--- config.mk ---
export PLATFORM = sky130hd
export DESIGN_NAME = fifo_sync_flags
export DESIGN_NICKNAME = d
export VERILOG_FILES = /design/src/rtl/fifo_pkg.sv /design/src/rtl/fifo_mem.sv /design/src/rtl/fifo_sync_flags.sv
export SDC_FILE = /design/constraint.sdc
export NUM_CORES = 1
export LEC_CHECK = 0
export ABC_AREA = 1
export BUFFER_PORTS_ARGS = -buffer_cell sky130_fd_sc_hd__clkbuf_2
export CAP_MARGIN = 20
export CORE_ASPECT_RATIO = 1.1
export CORE_MARGIN = 1.5
export CORE_UTILIZATION = 50
export CTS_CLUSTER_DIAMETER = 60
export DETAILED_ROUTE_END_ITERATION = 6
export GPL_TIMING_DRIVEN = 0
export PLACE_DENSITY_LB_ADDON = 0.1
export SLEW_MARGIN = 25
export SYNTH_ARGS = -nofsm -noshare
export SYNTH_HDL_FRONTEND = slang
export SYNTH_SLANG_ARGS = --single-unit
--- constraint.sdc ---
create_clock -name clk -period 6.9 [get_ports clk]
set_clock_uncertainty 0.1 [all_clocks]
set_input_delay 1.035 -clock clk [delete_from_list [all_inputs] [get_ports clk]]
set_output_delay 1.035 -clock clk [all_outputs]
set_load 0.02 [all_outputs]
--- src/rtl/fifo_pkg.sv ---
// -----------------------------------------------------------------------------
// fifo_pkg
// Shared constants and types for the single-clock byte FIFO.
//
// Contents:
//   DATA_WIDTH, ADDR_WIDTH, DEPTH   default geometry (8 x 8-bit)
//   AFULL_LEVEL, AEMPTY_LEVEL       default status-flag thresholds
//   fifo_op_e                       accepted-operation classification
//   fifo_flags_t                    bundle of the four status flags
//   FLAGS_RESET                     flag values while / after reset
//   decode_flags()                  occupancy -> status flags
// -----------------------------------------------------------------------------
package fifo_pkg;

    localparam int DATA_WIDTH   = 8;
    localparam int ADDR_WIDTH   = 3;
    localparam int DEPTH        = 2 ** ADDR_WIDTH;
    localparam int AFULL_LEVEL  = DEPTH - 1;
    localparam int AEMPTY_LEVEL = 1;

    // Encoding is {write accepted, read accepted} so the accept bits can be
    // cast straight into the enum.
    typedef enum logic [1:0] {
        OP_IDLE  = 2'b00,
        OP_READ  = 2'b01,
        OP_WRITE = 2'b10,
        OP_BOTH  = 2'b11
    } fifo_op_e;

    typedef struct packed {
        logic empty;
        logic almost_empty;
        logic almost_full;
        logic full;
    } fifo_flags_t;

    localparam fifo_flags_t FLAGS_RESET = '{
        empty:        1'b1,
        almost_empty: 1'b1,
        almost_full:  1'b0,
        full:         1'b0
    };

    // Status flags as a pure function of occupancy. Thresholds are passed in
    // so a parameterised instance can move them without touching the package.
    function automatic fifo_flags_t decode_flags(
        input int occupancy,
        input int depth,
        input int afull_level,
        input int aempty_level
    );
        fifo_flags_t flags;
        flags.empty        = (occupancy == 0);
        flags.almost_empty = (occupancy <= aempty_level);
        flags.almost_full  = (occupancy >= afull_level);
        flags.full         = (occupancy == depth);
        return flags;
    endfunction

endpackage : fifo_pkg

--- src/rtl/fifo_mem.sv ---
// -----------------------------------------------------------------------------
// fifo_mem
// Simple dual-port register array with a synchronous write port and a
// synchronous, registered read port. The read register holds its value when
// no read is requested and clears on reset; the array itself is not reset.
//
// Ports:
//   clk    in   1           clock, rising edge
//   reset  in   1           asynchronous active-high reset (read register only)
//   we     in   1           write enable
//   waddr  in   ADDR_WIDTH  write address
//   wdata  in   DATA_WIDTH  write data
//   re     in   1           read enable
//   raddr  in   ADDR_WIDTH  read address
//   rdata  out  DATA_WIDTH  registered read data
// -----------------------------------------------------------------------------
module fifo_mem #(
    parameter int DATA_WIDTH = fifo_pkg::DATA_WIDTH,
    parameter int ADDR_WIDTH = fifo_pkg::ADDR_WIDTH
) (
    input  logic                  clk,
    input  logic                  reset,
    input  logic                  we,
    input  logic [ADDR_WIDTH-1:0] waddr,
    input  logic [DATA_WIDTH-1:0] wdata,
    input  logic                  re,
    input  logic [ADDR_WIDTH-1:0] raddr,
    output logic [DATA_WIDTH-1:0] rdata
);

    localparam int L_DEPTH = 2 ** ADDR_WIDTH;

    logic [DATA_WIDTH-1:0] r_mem [L_DEPTH];
    logic [DATA_WIDTH-1:0] r_rdata;

    // NOTE: the storage array has no reset; the pointers and count define
    // which entries are valid, and leaving the array unreset lets it map onto
    // plain register files or distributed RAM.
    always_ff @(posedge clk) begin
        if (we) begin
            r_mem[waddr] <= wdata;
        end
    end

    // NOTE: non-blocking assignment here means a read and a write to the
    // same address in one cycle return the old contents, which is exactly
    // what the full-with-simultaneous-read case needs.
    always_ff @(posedge clk or posedge reset) begin
        if (reset) begin
            r_rdata <= '0;
        end else if (re) begin
            r_rdata <= r_mem[raddr];
        end
    end

    assign rdata = r_rdata;

endmodule : fifo_mem

--- src/rtl/fifo_sync_flags.sv ---
// -----------------------------------------------------------------------------
// fifo_sync_flags
// Single-clock first-in/first-out byte buffer with registered read data and
// four registered status flags. Placed between a producer and a consumer in
// the same clock domain; the flags give the producer back-pressure.
//
// Ports:
//   clk             in   1           sole clock, rising edge
//   reset           in   1           asynchronous active-high reset
//   data_in         in   DATA_WIDTH  write data, taken when a write is accepted
//   enable_wr       in   1           write request
//   enable_rd       in   1           read request
//   data_out        out  DATA_WIDTH  read data, valid the edge after the read
//   f_empty         out  1           occupancy == 0
//   f_full          out  1           occupancy == DEPTH
//   f_almost_full   out  1           occupancy >= AFULL_LEVEL
//   f_almost_empty  out  1           occupancy <= AEMPTY_LEVEL
//
// Accept rules:
//   read  accepted when requested and not empty (no fall-through on empty)
//   write accepted when requested and not full, or when full but a read is
//   accepted in the same cycle (the freed slot is reused at once)
// -----------------------------------------------------------------------------
module fifo_sync_flags #(
    parameter int DATA_WIDTH   = fifo_pkg::DATA_WIDTH,
    parameter int ADDR_WIDTH   = fifo_pkg::ADDR_WIDTH,
    parameter int AFULL_LEVEL  = (2 ** ADDR_WIDTH) - 1,
    parameter int AEMPTY_LEVEL = fifo_pkg::AEMPTY_LEVEL
) (
    input  logic                  clk,
    input  logic                  reset,
    input  logic [DATA_WIDTH-1:0] data_in,
    input  logic                  enable_wr,
    input  logic                  enable_rd,
    output logic [DATA_WIDTH-1:0] data_out,
    output logic                  f_empty,
    output logic                  f_full,
    output logic                  f_almost_full,
    output logic                  f_almost_empty
);

    import fifo_pkg::*;

    localparam int L_DEPTH = 2 ** ADDR_WIDTH;

    // -------------------------------------------------------------------------
    // State
    // -------------------------------------------------------------------------
    logic [ADDR_WIDTH-1:0] r_wr_ptr;
    logic [ADDR_WIDTH-1:0] r_rd_ptr;
    logic [ADDR_WIDTH:0]   r_count;
    fifo_flags_t           r_flags;

    // -------------------------------------------------------------------------
    // Accept decode
    // -------------------------------------------------------------------------
    logic                  w_rd_acc;
    logic                  w_wr_acc;
    fifo_op_e              w_op;
    logic [ADDR_WIDTH:0]   w_count_nxt;
    fifo_flags_t           w_flags_nxt;

    // Read acceptance is decided first because a full FIFO only takes a
    // write when a read frees a slot in the same cycle.
    assign w_rd_acc = enable_rd & ~r_flags.empty;
    assign w_wr_acc = enable_wr & (~r_flags.full | w_rd_acc);
    assign w_op     = fifo_op_e'({w_wr_acc, w_rd_acc});

    // NOTE: every output of this block gets a value on every path (default
    // assignment first), so no latch is inferred.
    always_comb begin
        w_count_nxt = r_count;
        case (w_op)
            OP_WRITE: w_count_nxt = r_count + 1'b1;
            OP_READ:  w_count_nxt = r_count - 1'b1;
            default:  w_count_nxt = r_count;
        endcase
    end

    // Flags are computed from the next occupancy and registered alongside
    // the count, so the outputs come straight from flops and never glitch.
    assign w_flags_nxt = decode_flags(int'(w_count_nxt), L_DEPTH,
                                      AFULL_LEVEL, AEMPTY_LEVEL);

    // -------------------------------------------------------------------------
    // Pointers, count, flags
    // -------------------------------------------------------------------------
    always_ff @(posedge clk or posedge reset) begin
        if (reset) begin
            r_wr_ptr <= '0;
            r_rd_ptr <= '0;
            r_count  <= '0;
            r_flags  <= FLAGS_RESET;
        end else begin
            // Pointers wrap naturally at 2**ADDR_WIDTH.
            if (w_wr_acc) begin
                r_wr_ptr <= r_wr_ptr + 1'b1;
            end
            if (w_rd_acc) begin
                r_rd_ptr <= r_rd_ptr + 1'b1;
            end
            r_count <= w_count_nxt;
            r_flags <= w_flags_nxt;
        end
    end

    // -------------------------------------------------------------------------
    // Storage with registered read port
    // -------------------------------------------------------------------------
    fifo_mem #(
        .DATA_WIDTH (DATA_WIDTH),
        .ADDR_WIDTH (ADDR_WIDTH)
    ) u_mem (
        .clk   (clk),
        .reset (reset),
        .we    (w_wr_acc),
        .waddr (r_wr_ptr),
        .wdata (data_in),
        .re    (w_rd_acc),
        .raddr (r_rd_ptr),
        .rdata (data_out)
    );

    assign f_empty        = r_flags.empty;
    assign f_full         = r_flags.full;
    assign f_almost_full  = r_flags.almost_full;
    assign f_almost_empty = r_flags.almost_empty;

endmodule : fifo_sync_flags

==> impl_metrics.ini, run 1 <==
[run_status]
status = finished clean

[logic_synthesis]
syn_avg_cell_area_um2 = 11.7
synth_fp_nets = 318
synth_cell_types = 27
ys_ff_latch = 86
syn_inst = 301
syn_area_mm2 = 0.00353
yosys_warnings = 0
seq_area_frac_synth = 0.700

[detailed_routing]
dr.pass1.iters = 5
drt_iter0_markers = 191
vias = 2256
vias_per_cell = 5.35
ant_nets = 0
wirelength_mm = 7.17
drcViolationCount = 0
wl_per_cell_um = 17.0

[sta]
hold_violations = 0
worst_slack_ns = 3.79
finalSetupViolCount = 0
max_freq_mhz = 322
tns_ns = 0
tightest_slew_ns = 0.966
maxSlewHeadroom = 0.353
period_minus_slack_ns = 3.11
post-route-period-util = 0.450
drv_slew = 0
grt_setup_unrepaired = no
holdWs_ns = 0.384

[power]
p_leak_nw = 1.55
powerDensity_mw_per_mm2 = 414
peakVddDrop_uv = 211

[cells_and_area]
final_common_cell = edfxtp_1
final_cell_mix = edfxtp_1 (64), nor2_1 (46), nand2_1 (40)
syn2layout_area_growth_pct = 11.2
antenna_cells = 0
layout.nets = 352
finalNonFillerCells = 422
drive_gt1_frac = 0.165

[placed_design]
place_ws_ns = 3.44
port-buffer-count = 23
place_congestion = 0.767
dp_cells = 406
dp_hpwl_mm = 4.65

[floorplanning]
rows = 31
die_h_um = 91.2
dieWidth_um = 83.2
dieArea_mm2 = 0.00758
pin_count = 24
core_mm2 = 0.00671
start_util = 0.527

[global_route]
grt.total_usage = 0.207
grt_pass1_wl_mm = 11.5
grt_pass1_vias = 2166
antenna_found_initial = 0
grt_overflow = 0
grt_max_degree = 23

[worst_setup_path]
cp_slowest_cell = buf_1
cpPeakStageDelay_ns = 0.54
startpoint_type = input port
cp.arrival_ns = 3.25
crit_required_ns = 7.04
cpMostUsedCell = inv_1
critPathKind = in2reg
critPathCaptureType = flip-flop
cp_cell_sequence = clkbuf_2 > inv_1 > nor2_4 > buf_1 > ha_1 > nand2_1 > inv_1 > nor2_2 > ha_1 > inv_1 > o21ai_0 > nor2_1 > nand3_1 > nor2_1
path_max_fanout = 11

[clock_tree]
root_buffer = clkbuf_8
cts_tree = built
cts.sinks = 86
clock_latency_ns = 0.35
path_clk_slew_ns = 0.08
cts-resized-gates = 0
clk_path_buf_depth = 2
numCtsBuffers = 9
htree_levels = 3
cts_hold_buffers = 0
cts_setup_buffers = 0

[run]
drv_cap = 0

[min_path]
hp-class = reg2reg
path summary, 6_finish.rpt:
kind	from	endpoint	slack [ns]	cells after the start
setup / recovery	enable_rd	f_full$_DFF_PP0_	3.79	14
hold / removal	u_mem.rdata[3]$_DFFE_PP0P_	u_mem.rdata[3]$_DFFE_PP0P_	0.38	2
setup reg to reg	f_empty$_DFF_PP1_	f_full$_DFF_PP0_	4.20	12
hold reg to reg	u_mem.rdata[3]$_DFFE_PP0P_	u_mem.rdata[3]$_DFFE_PP0P_	0.38	2
max in group asynchronous	reset	u_mem.rdata[7]$_DFFE_PP0P_	5.48	2
min in group asynchronous	reset	u_mem.rdata[6]$_DFFE_PP0P_	0.71	2
state kept, by name, summed over array words and instances (netlist names):
register / flops
u_mem.r_mem: 64
u_mem.rdata: 8
r_count: 4
r_rd_ptr: 3
r_wr_ptr: 3
f_almost_empty: 1
f_almost_full: 1
f_empty: 1
f_full: 1
per-stage QoR:
stage	instance area, um^2	total power (W)	util
final	3930	0.00163	0.586
after global routing	3930	0.00174	0.586
after CTS	3930	0.00164	0.586
after detailed placement	3750	0.00133	0.559
after global placement	3750	0.00131	0.559
after floorplan	3530	0.00114	-
synthesized netlist by cell type:
library cell,n,share of area
nor2_1,46,0.049
edfxtp_1,64,0.54
or2_2,1,0.0018
ha_1,5,0.018
xor2_1,3,0.0074
buf_2,8,0.011
inv_1,19,0.020
o211ai_1,16,0.034
buf_4,1,0.0021
inv_2,2,0.0021
nand2_1,40,0.042
xnor2_1,3,0.0074
clkbuf_1,1,0.0011
nand3b_1,1,0.0021
dfstp_2,2,0.015
nor2_4,1,0.0032
nand2_2,2,0.0035
nand3_1,16,0.023
or2_4,1,0.0025
buf_1,1,0.0011
o21ai_0,31,0.044
nor2_2,1,0.0018
dfrtp_1,20,0.14
clkinv_1,1,0.0011
a21oi_1,10,0.014
o21ai_1,4,0.0057
and2_1,1,0.0018
final cells by class:
type | instances | area (um^2)
Buffer | 11 | 55.1
Inverter | 22 | 82.6
Multi-Input combinational cell | 182 | 922
Fill cell | 573 | 2780
Clock buffer | 12 | 155
Clock inverter | 4 | 22.5
Sequential cell | 86 | 2470
Tap cell | 82 | 103
Timing Repair Buffer | 23 | 115
per-layer routing:
metal	GRT usage	vias to the layer above	wire [um]
met3	0.0618	11	514
met5	0	-	0
met1	0.280	1059	3170
li1	-	1108	-
met2	0.315	78	3380
met4	0.0861	0	103
logic make-up (layout without fill, tap and decap cells):
| logic type | count (synthesis) | count (layout) | synth area share |
|---|---|---|---|
| buffers and inverters | 33 | 72 | 0.0389 |
| DFF | 86 | 86 | 0.700 |
| AOI/OAI and AO/OA | 61 | 61 | 0.0977 |
| adders and majority gates | 5 | 5 | 0.0177 |
| and+or+nand+nor | 110 | 110 | 0.131 |
| xor gates and xnor gates | 6 | 6 | 0.0149 |
power breakdown:
part	switching [W]	internal [W]	total (W)
combinational	0.000401	0.000191	0.000592
sequential	0.0000506	0.000673	0.000723
clock	0.000165	0.000149	0.000314
critical path, delay by kind of cell:
kind / cells / cell delay (ns)
buffers and inverters: 5 / 0.77
adder cells (fa/ha/maj): 2 / 0.59
AND/OR/NAND/NOR: 6 / 0.50
AO/OA/AOI/OAI: 1 / 0.33
Note: power is estimated with default switching activity, not from simulation.
==> run 2: changes to the inputs <==
ABC_AREA = 0   (was 1)
clock period = 2.9 ns   (was 6.9 ns; I/O delays follow)
==> run 2 against run 1 <==
  * Sequential share of layout area shrank 1.5 points
  * Utilization shrank 0.44 points
  * Design area grew 2.5%
  * Routed wire length shrank 9.8%
  * Critical path depth shrank 2
  * Non-clock buffer count grew 3
  * Combinational power grew to 2.6 times the previous value
  * Critical path type is now reg2reg
  * Largest cell class unchanged
  * Cell count shrank 20%
  * Worst setup slack lost 3.5 ns
  * Synthesized area grew 0.28%
==> impl_metrics.ini, run 2 <==
[global_route]
antenna_found_initial = 0
grt_pass1_vias = 1877
grt_overflow = 0
grt_max_degree = 23
grt.total_usage = 0.188
grt_pass1_wl_mm = 10.3

[clock_tree]
root_buffer = clkbuf_8
clock_latency_ns = 0.36
path_clk_slew_ns = 0.09
clk_path_buf_depth = 2
numCtsBuffers = 9
cts_tree = built
htree_levels = 3
cts.sinks = 86

[logic_synthesis]
ys_ff_latch = 86
async_flop_share = 0.256
synth_edf_count = 64
seq_area_frac_synth = 0.698
synth_top_cell_by_area = edfxtp_1
syn_inst = 210
yosys_warnings = 0
syn_avg_cell_area_um2 = 16.9
ys.flop_type = edfxtp_1
netlist_top_cells_area = edfxtp_1 (54%), dfrtp_1 (14%), mux4_2 (10%)
synth_top_area_share = 0.542
synth_cell_types = 36
syn_area_mm2 = 0.00354
synth.most_common_cell = edfxtp_1
synth_fp_nets = 227
ys_top_cells_by_count = edfxtp_1 (64), nand2_1 (23), dfrtp_1 (20)

[sta]
tightest_slew_ns = 1.02
drv_slew = 0
hold_violations = 0
holdWs_ns = 0.137
grt_setup_unrepaired = no
finalSetupViolCount = 0
maxSlewHeadroom = 0.317
tns_ns = 0
post-route-period-util = 0.902
max_freq_mhz = 382
period_minus_slack_ns = 2.62

[cells_and_area]
final_area_mm2 = 0.00403
layout.nets = 264
final_common_cell = edfxtp_1
final_cell_mix = edfxtp_1 (64), clkbuf_2 (23), nand2_1 (22)
largest_reg_flops = 64
syn2layout_area_growth_pct = 13.6
top_register = u_mem.r_mem
drive_gt1_frac = 0.321
fin_util = 0.581
antenna_cells = 0
fillers = 542

[worst_setup_path]
crit_required_ns = 3.05
cp.arrival_ns = 2.77
r2r_setup_slack_ns = 0.28
r2r_end = f_almost_full$_DFF_PP0_
startpoint_type = flip-flop
rr_worst_depth = 12
path_max_fanout = 7
critPathCaptureType = flip-flop
critPathKind = reg2reg
worstReg2RegStart = f_empty$_DFF_PP1_

[run]
drv_cap = 0

[detailed_routing]
drcViolationCount = 0
vias_per_cell = 5.46
wl_per_cell_um = 19.2
drt_iter0_markers = 144
dr.pass1.iters = 4
wirelength_mm = 6.46
ant_nets = 0
vias = 1841

[run_status]
status = finished clean

[placed_design]
place_area_mm2 = 0.00378
port-buffer-count = 23
place_congestion = 0.709
dp_hpwl_mm = 4.06

[power]
peakVddDrop_uv = 514
p_leak_nw = 1.48
total_power_w = 0.00410
powerDensity_mw_per_mm2 = 1020

[floorplanning]
rows = 32
core_mm2 = 0.00693
start_util = 0.512
die_h_um = 91.3
dieWidth_um = 83.3
dieArea_mm2 = 0.00760
pin_count = 24

[min_path]
hp-class = in2async
==> run 2: layout make-up <==
class	count	area, um^2	share of cell area
multi-input cells	107	1000	0.249
repair buffers	27	145	0.0360
inverters	6	26.3	0.00653
flip-flops and latches	86	2470	0.615
clock inverters	6	46.3	0.0115
clock buffers	10	138	0.0342
plain buffers	10	86.3	0.0214
well taps	85	106	0.0264
==> run 2: cells by family (layout without fill, tap and decap cells) <==
logic type / after synthesis / after routing / share of synthesized area
simple gates: 51 / 51 / 0.0699
fa+ha+maj: 5 / 5 / 0.0176
compound gates: 18 / 18 / 0.0357
xor+xnor: 6 / 6 / 0.0148
buf+inv: 17 / 59 / 0.0297
flops: 86 / 86 / 0.698
mux: 27 / 27 / 0.134
==> run 2: worst max-delay path by stage <==
stage                           start                       to
floorplan           f_empty$_DFF_PP1_  f_almost_full$_DFF_PP0_
global placement    f_empty$_DFF_PP1_  f_almost_full$_DFF_PP0_
detailed placement  f_empty$_DFF_PP1_  f_almost_full$_DFF_PP0_
CTS                 f_empty$_DFF_PP1_  f_almost_full$_DFF_PP0_
global route        f_empty$_DFF_PP1_  f_almost_full$_DFF_PP0_
finish              f_empty$_DFF_PP1_  f_almost_full$_DFF_PP0_
==> run 2: power breakdown <==
| group | switching [W] | leakage, nW | internal, W |
|---|---|---|---|
| registers | 0.000142 | 0.842 | 0.00163 |
| clock network | 0.000451 | 0.0905 | 0.000339 |
| logic | 0.000834 | 0.549 | 0.000700 |
==> run 2: metrics by stage <==
step           setup slack (ns)  cells
2_1_floorplan            0.0146    210
3_3_place_gp             -0.335    318
3_5_place_dp             -0.340    318
4_1_cts                  0.0239    334
5_1_grt                  0.0775    337
6_report                  0.284    337
==> run 2: timing repair <==
action                                  in CTS  in global routing
endpoints found under the setup margin       5                  4
buffers inserted                             0                  4
hold buffers                                 0                  0
pin swaps                                    0                  1
gates resized for setup                      4                  8
==> run 2: critical path, cell delays in order (launching register included) <==
cell,delay [ns]
dfstp_2,0.54
nand2b_4,0.13
nand2_2,0.07
and2_4,0.18
inv_2,0.10
ha_4,0.18
xor2_1,0.08
ha_1,0.18
a21oi_2,0.11
mux2i_1,0.22
xor2_1,0.28
nor3_1,0.10
o31a_1,0.24
==> run 2: per-layer routing <==
layer,share of wire,routed length (um),vias to the layer above,GRT usage
met2,0.52,3330,40,0.311
met5,0,0,-,0
met1,0.43,2810,931,0.237
li1,-,-,863,-
met4,0.011,68,0,0.0625
met3,0.039,253,7,0.0573
==> run 3: changes to the inputs <==
clock period = 2.8 ns   (was 2.9 ns; I/O delays follow)
==> run 3 against run 2 <==
  * Sequential power increased by 3%
  * Sequential share of layout area down 0.96 points
  * Clock power is 8.6% higher
  * Global-route usage fell by 0.60 points
  * Utilization grew 0.92 points
  * Largest power group unchanged
  * Routed wire length fell by 2.4%
  * Via count up 1.8%
  * Non-clock buffer count grew 5
  * First-iteration DRC count down 10%
==> impl_metrics.ini, run 3 (synthesis results as in run 2) <==
[detailed_routing]
wirelength_mm = 6.31
vias_per_cell = 5.48
dr.pass1.iters = 4
ant_nets = 0
wl_per_cell_um = 18.5
drt_iter0_markers = 129
vias = 1875
drcViolationCount = 0

[power]
p_leak_nw = 1.52
peakVddDrop_uv = 610
powerDensity_mw_per_mm2 = 1060

[cells_and_area]
final_common_cell = edfxtp_1
drive_gt1_frac = 0.335
layout.nets = 269
fillers = 552
final_cell_mix = edfxtp_1 (64), nand2_1 (23), clkbuf_2 (23)
top_register = u_mem.r_mem
syn2layout_area_growth_pct = 15.4
fin_util = 0.590
antenna_cells = 0
finalNonFillerCells = 342
largest_reg_flops = 64

[global_route]
grt_pass1_vias = 1826
grt_max_degree = 23
grt_overflow = 0
grt.total_usage = 0.182
grt_pass1_wl_mm = 9.89
antenna_found_initial = 0

[placed_design]
dp_cells = 320
place_congestion = 0.757
port-buffer-count = 23
dp_hpwl_mm = 4.10

[worst_setup_path]
cp_top_family = flip-flops
cp_slowest_cell = dfstp_2
cp.arrival_ns = 2.79
cp_cell_sequence = nand2b_4 > buf_8 > inv_4 > ha_4 > buf_6 > xor2_2 > ha_2 > a21oi_2 > mux2i_1 > xor2_1 > nor3_1 > o31a_1
critPathCaptureType = flip-flop
cpPeakStageDelay_ns = 0.54
cp_num_buf_inv = 3
crit_required_ns = 2.94
critPathKind = reg2reg
startpoint_type = flip-flop
path_max_fanout = 4

[clock_tree]
numCtsBuffers = 9
root_buffer = clkbuf_8
clk_path_buf_depth = 2
cts_hold_buffers = 0
clock_latency_ns = 0.35
cts.sinks = 86
htree_levels = 3
cts_tree = built
path_clk_slew_ns = 0.09

[sta]
drv_slew = 0
holdWs_ns = 0.0896
grt_setup_unrepaired = no
hold_violations = 0
finalSetupViolCount = 0
tightest_slew_ns = 0.963
post-route-period-util = 0.947
max_freq_mhz = 377
maxSlewHeadroom = 0.355
period_minus_slack_ns = 2.65

[run]
drv_cap = 0

[floorplanning]
core_mm2 = 0.00693
dieWidth_um = 83.3
dieArea_mm2 = 0.00760
pin_count = 24
rows = 32
die_h_um = 91.3
start_util = 0.512

[run_status]
status = finished clean

[min_path]
hp-class = in2async
run 3: report_power, final:
part	total [W]	switching [W]	internal, W	leakage [nW]
Sequential	0.00183	0.000147	0.00169	0.842
Combinational	0.00165	0.000893	0.000760	0.579
Clock	0.000859	0.000444	0.000415	0.0964
run 3: layout make-up:
cell class,instances,area (um^2),share of cell area
sequential,86,2470,0.605
multi-input combinational,107,1010,0.247
timing repair buffer,31,175,0.0428
clock buffer,9,124,0.0303
tap,85,106,0.0260
buffer,11,97.6,0.0239
clock inverter,7,73.8,0.0180
inverter,6,27.5,0.00673
run 3: through the flow:
step / setup TNS [ns] / cell area (um^2) / worst slack (ns) / power [W]
4_1_cts: 0 / 4020 / 0.0245 / 0.00434
5_1_grt: 0 / 4090 / 0.0123 / 0.00461
3_5_place_dp: -0.279 / 3790 / -0.128 / 0.00345
6_report: 0 / 4090 / 0.149 / 0.00435
3_3_place_gp: -0.225 / 3770 / -0.122 / 0.00341
2_1_floorplan: 0 / 3550 / 0.0425 / 0.00302
run 3: final timing paths:
path                                                to                        from  depth (start not counted)  slack, ns
min                         u_mem.rdata[6]$_DFFE_PP0P_                       reset                          2       0.09
max reg2reg                    f_almost_full$_DFF_PP0_           f_empty$_DFF_PP1_                         12       0.15
max                            f_almost_full$_DFF_PP0_           f_empty$_DFF_PP1_                         12       0.15
min reg2reg                 u_mem.rdata[6]$_DFFE_PP0P_  u_mem.rdata[6]$_DFFE_PP0P_                          2       0.39
max in group asynchronous      r_rd_ptr[0]$_DFFE_PP0P_                       reset                          2       2.00
min in group clk           u_mem.r_mem[6][6]$_DFFE_PP_                  data_in[6]                          1       0.24
run 3: layer usage:
metal | share of wire | track usage | vias to the layer above
li1 | - | - | 878
met1 | 0.47 | 0.246 | 948
met2 | 0.48 | 0.291 | 38
met3 | 0.028 | 0.0327 | 11
met4 | 0.019 | 0.0792 | 0
met5 | 0 | 0 | -
run 3: repair_timing:
action | 4_1_cts | 5_1_grt
endpoints found under the setup margin | 4 | 5
gates resized for setup | 5 | 11
cloned | 0 | 0
buffers inserted | 2 | 4
pin swaps | 0 | 4
